**src/rtl/circuit1_operand_loader.sv**
```systemverilog
// Operand loader for the Circuit1 datapath: collects a, b, c words over a
// valid/ready handshake, holds the completed triplet for HOLD_CYCLES cycles and
// pulses `sample` when the datapath outputs must be latched downstream.
//
// state  | meaning
// LOAD_A | waiting for the a word
// LOAD_B | waiting for the b word
// LOAD_C | waiting for the c word
// HOLD   | triplet complete, op_valid high, counting down to sample
module circuit1_operand_loader #(
  parameter int WIDTH       = 8,
  parameter int HOLD_CYCLES = 2,
  parameter int CNT_WIDTH   = 16
) (
  input  logic                 Clk,
  input  logic                 Rst,
  input  logic [WIDTH-1:0]     in_data,
  input  logic                 in_valid,
  output logic                 in_ready,
  input  logic                 flush,
  output logic [WIDTH-1:0]     a,
  output logic [WIDTH-1:0]     b,
  output logic [WIDTH-1:0]     c,
  output logic                 op_valid,
  output logic                 sample,
  output logic [CNT_WIDTH-1:0] triplet_cnt
);

  localparam int HCW = (HOLD_CYCLES > 1) ? $clog2(HOLD_CYCLES + 1) : 1;
  localparam logic [HCW-1:0] HOLD_LOAD = HCW'(HOLD_CYCLES - 1);

  typedef enum logic [1:0] {
    LOAD_A = 2'd0,
    LOAD_B = 2'd1,
    LOAD_C = 2'd2,
    HOLD   = 2'd3
  } state_t;

  state_t         state, state_next;
  logic [HCW-1:0] hold_cnt;
  logic           xfer;
  logic           ld_a, ld_b, ld_c;

  // Next-state decode, handshake and load strobes
  always_comb begin
    state_next = state;
    in_ready   = 1'b0;
    sample     = 1'b0;
    ld_a       = 1'b0;
    ld_b       = 1'b0;
    ld_c       = 1'b0;
    xfer       = 1'b0;
    if (state != HOLD) begin
      in_ready = !flush;
    end
    xfer = in_valid && in_ready;
    case (state)
      LOAD_A: begin
        if (xfer) begin
          ld_a       = 1'b1;
          state_next = LOAD_B;
        end
      end
      LOAD_B: begin
        if (flush) begin
          state_next = LOAD_A;
        end else if (xfer) begin
          ld_b       = 1'b1;
          state_next = LOAD_C;
        end
      end
      LOAD_C: begin
        if (flush) begin
          state_next = LOAD_A;
        end else if (xfer) begin
          ld_c       = 1'b1;
          state_next = HOLD;
        end
      end
      HOLD: begin
        if (flush) begin
          state_next = LOAD_A;
        end else if (hold_cnt == '0) begin
          sample     = 1'b1;
          state_next = LOAD_A;
        end
      end
      default: state_next = LOAD_A;
    endcase
  end

  // State, hold timer, operand registers and triplet counter
  always_ff @(posedge Clk) begin
    if (Rst) begin
      state       <= LOAD_A;
      hold_cnt    <= '0;
      a           <= '0;
      b           <= '0;
      c           <= '0;
      op_valid    <= 1'b0;
      triplet_cnt <= '0;
    end else begin
      state    <= state_next;
      op_valid <= (state_next == HOLD);
      if (ld_a) a <= in_data;
      if (ld_b) b <= in_data;
      if (ld_c) begin
        c        <= in_data;
        hold_cnt <= HOLD_LOAD;
      end else if (state == HOLD && hold_cnt != '0) begin
        hold_cnt <= hold_cnt - HCW'(1);
      end
      if (sample) triplet_cnt <= triplet_cnt + CNT_WIDTH'(1);
    end
  end

endmodule

```
**config.mk**
```make
export PLATFORM = sky130hd
export DESIGN_NAME = circuit1_operand_loader
export DESIGN_NICKNAME = d
export VERILOG_FILES = /design/src/rtl/circuit1_operand_loader.sv
export SDC_FILE = /design/constraint.sdc
export NUM_CORES = 1
export LEC_CHECK = 0
export CAP_MARGIN = 0
export CORE_MARGIN = 4
export CORE_UTILIZATION = 43
export CTS_BUF_LIST = sky130_fd_sc_hd__clkbuf_8
export CTS_CLUSTER_SIZE = 8
export DETAILED_ROUTE_END_ITERATION = 6
export GPL_ROUTABILITY_DRIVEN = 0
export PLACE_DENSITY = 0.76
export SETUP_SLACK_MARGIN = 0.05
export SYNTH_ARGS = -nofsm -noshare
export SYNTH_HDL_FRONTEND = slang
export SYNTH_SLANG_ARGS = --single-unit
```
**constraint.sdc**
```tcl
create_clock -name Clk -period 1.8 [get_ports Clk]
set_clock_uncertainty 0.15 [all_clocks]
set_input_delay 0.27 -clock Clk [delete_from_list [all_inputs] [get_ports Clk]]
set_output_delay 0.27 -clock Clk [all_outputs]
set_load 0.01 [all_outputs]
```
==> metrics.yaml <==
outcome:
  outcome: "completed"
worst_setup_path:
  critPathBufInv: 1
  worst-setup-path-type: "reg -> out"
  start_kind: "flip-flop"
  worstPathRequired_ps: 1380
  r2r-start: "hold_cnt[1]"
  ff2ff_setup_slack_ps: 130
  critPathMaxStageDelay_ps: 570
  r2r_cells: 7
  cp_data_arrival_time_ps: 1290
  critPathSlowestCell: "clkdlybuf4s50_1"
  worstPathMaxFanout: 6
  end_kind: "output pin"
  regToRegEndpoint: "triplet_cnt[14]"
  crit_family: "buffers and inverters"
  path_cells: "clkdlybuf4s50_1"
power:
  power_frac_seq_pct: 52.4
  swShare_pct: 21.1
  power.density_mw_per_mm2: 700
  vdd_drop_max_uv: 471
  pwr-share-comb_pct: 7.0
  power_switching_uw: 409
  total_power_uw: 1940
  p_int_uw: 1530
  p_leak_uw: 0.00108
  p_clk_share_pct: 40.6
timing:
  rsz0062_at_grt: "yes"
  finalMaxSlewViolations: 0
  max_freq_ghz: 0.586
  finalHoldViolCount: 0
  slew_headroom_pct: 77.9
  setup_slack_ps: 94.1
  worst_pin_slew_ps: 323
  period_share_pct: 94.8
  finalCriticalPeriod_ps: 1710
  setup_viol: 0
  hold_ws_ps: 263
logic_synthesis:
  ys_seq_area_share_pct: 49.0
  synthXorXnorAreaFrac_pct: 5.24
  yosys.area_share.simple_pct: 27.6
  avgSynthCellArea_sq_um: 8.76
  syn_nets: 224
  synth_adder_area_share_pct: 1.36
  yosysWarnings: 0
  ys_types: 36
  ys_seq_elements: 45
  synth_compound_area_share_pct: 9.18
  synthMuxAreaShare_pct: 4.35
  synth_area_sq_mm: 0.00184
  synth_top_family_by_area: "simple AND/OR/NAND/NOR gates"
  syn_inst: 210
grt:
  grt_overflow: 0
  grtUsageTotal_pct: 17.8
  antenna_found_initial: 0
  grt_max_degree: 26
  grt_pass1_wl_mm: 7.48
  grt_pass1_vias: 1579
routing:
  drt_pass1_iterations: 4
  drtIter0Drc: 56
  drt-total-wl_mm: 4.58
  ant_nets: 0
  routedWlPerCell_microns: 13.6
  drt-vias-per-instance: 5.12
  drcViolationCount: 0
  vias: 1719
clock_tree:
  cts_buffers: 5
  clkSinkCount: 45
  cts_root_buf: "clkbuf_8"
  cts_hold_buf: 0
  clock_tree.buffer_depth: 2
  clock_latency_ps: 290
  htreeDepth: 2
  clk_pin_slew_worst_paths_ps: 80
  cts_tree: "done"
hold_path:
  hold_depth: 2
  min_delay_worst_endpoint: "op_valid"
  hold_class: "in -> reg"
  hp-start: "flush"
floorplan:
  io_pins: 55
  die_w_microns: 73.4
  design.core.area_sq_mm: 0.00406
  placementRows: 23
  die_area_sq_mm: 0.00539
  start_util_pct: 45.3
  die_h_microns: 73.4
flow_run:
  max_cap_violations: 0
final_layout:
  layout-drive-gt1-share_pct: 18.5
  syn_to_final_growth_pct: 50.3
  n_antenna_cell: 0
  num-nets-final: 299
place:
  dpl.hpwl_mm: 3.34
  pre_cts_ws_ps: -272
  port_buffers: 54
-- power groups by stage --
stage	logic, uW	clock network (uW)	registers, uW
after floorplan	49.1	0	1040
after global placement	136	0	1040
after detailed placement	137	0	1040
after CTS	137	809	1010
after global routing	147	849	1020
final	135	787	1010
-- kinds of logic (layout without fill, tap and decap cells) --
family                   after synthesis  count (layout)
AND/OR/NAND/NOR                      100             100
flip-flops                            45              45
AO/OA/AOI/OAI                         31              31
buffers and inverters                 13              89
XOR/XNOR                              11              11
multiplexers                           8               8
adder cells (fa/ha/maj)                2               2
-- cell usage after synthesis --
master,n,area share (%)
or3_1,2,0.68
buf_6,1,0.61
xnor2_1,5,2.4
nor4_1,3,1.0
ha_1,2,1.4
clkbuf_1,7,1.4
nand2b_1,2,0.68
a21oi_1,24,6.5
nor2_2,1,0.34
nor2_1,22,4.5
nand3_1,4,1.1
nand4_1,5,1.7
inv_1,2,0.41
inv_2,1,0.20
dfxtp_1,45,49
nand4_4,1,1.2
and4_4,1,0.61
and3_2,1,0.41
o31ai_1,3,1.2
nor3b_2,1,0.68
nand3b_1,1,0.41
or4_1,3,1.2
nor2b_1,1,0.34
or3_2,1,0.41
nor3_1,4,1.1
buf_4,1,0.41
a211oi_1,1,0.41
buf_2,1,0.27
a2111oi_0,1,0.48
and3_1,2,0.68
mux2i_1,8,4.4
nand2_1,43,8.8
xor2_1,6,2.9
nand4b_4,1,1.3
o21ai_0,2,0.54
or3b_2,1,0.48
-- worst max-delay path by stage --
stage / startpoint / end / slack (ps) / cells after the start
after global routing: hold_cnt[0] / triplet_cnt[14] / 40 / 7
after global placement: flush / sample / -260 / 4
final: triplet_cnt[12] / triplet_cnt[12] / 90 / 1
after CTS: hold_cnt[0] / sample / 50 / 5
after floorplan: hold_cnt[0] / triplet_cnt[14] / 60 / 8
after detailed placement: flush / sample / -270 / 4
-- layer usage --
layer | vias to the layer above | wire length, microns | track usage [%]
met3 | 4 | 230 | 4.51
met4 | 0 | 48 | 5.43
met1 | 810 | 2080 | 23.9
met2 | 34 | 2210 | 28.1
met5 | - | 0 | 0
li1 | 871 | - | -
-- cell type report --
| cell class | count | area (sq um) |
|---|---|---|
| Clock buffer | 6 | 82.6 |
| Clock inverter | 2 | 37.5 |
| Fill cell | 335 | 1290 |
| Inverter | 3 | 13.8 |
| Multi-Input combinational cell | 152 | 913 |
| Sequential cell | 45 | 905 |
| Tap cell | 50 | 62.6 |
| Timing Repair Buffer | 78 | 749 |
-- state kept, by name (all words and copies together), names as in the netlist --
signal,count
op_valid,1
a,8
hold_cnt,2
state,2
triplet_cnt,16
b,8
c,8
-- placed cells by master (no fill, tap or decap), types with 2 or more instances in the layout --
cell type	count
a21oi_1	23
clkbuf_8	6
o31ai_1	2
nand4_1	5
nor4_1	2
nor2_1	22
dfxtp_1	42
mux2i_1	8
buf_12	2
nor3_1	4
or3_1	2
nand2b_1	2
and3_1	2
clkdlybuf4s50_1	45
xnor2_1	5
dfxtp_2	3
dlymetal6s2s_1	5
nand2_1	42
xor2_1	6
dlygate4sd2_1	3
nand3_1	4
or4_1	2
buf_4	22
o21ai_0	2
inv_2	2
-- stage by stage --
| stage | cells | TNS [ps] | instance area [sq um] | util, % |
|---|---|---|---|---|
| finish | 336 | 0 | 2760 | 68.1 |
| global placement | 327 | -6170 | 2590 | 63.9 |
| CTS | 335 | 0 | 2730 | 67.3 |
| detailed placement | 327 | -6520 | 2590 | 63.9 |
| global route | 336 | 0 | 2760 | 68.1 |
| floorplan | 210 | 0 | 1840 | - |
-- what timing repair did --
action / 4_1_cts / 5_1_grt
gates resized for setup: 11 / 14
buffers inserted: 0 / 1
endpoints found under the setup margin: 6 / 11
pin swaps: 1 / 0
Note: power is estimated with default switching activity, not from simulation.
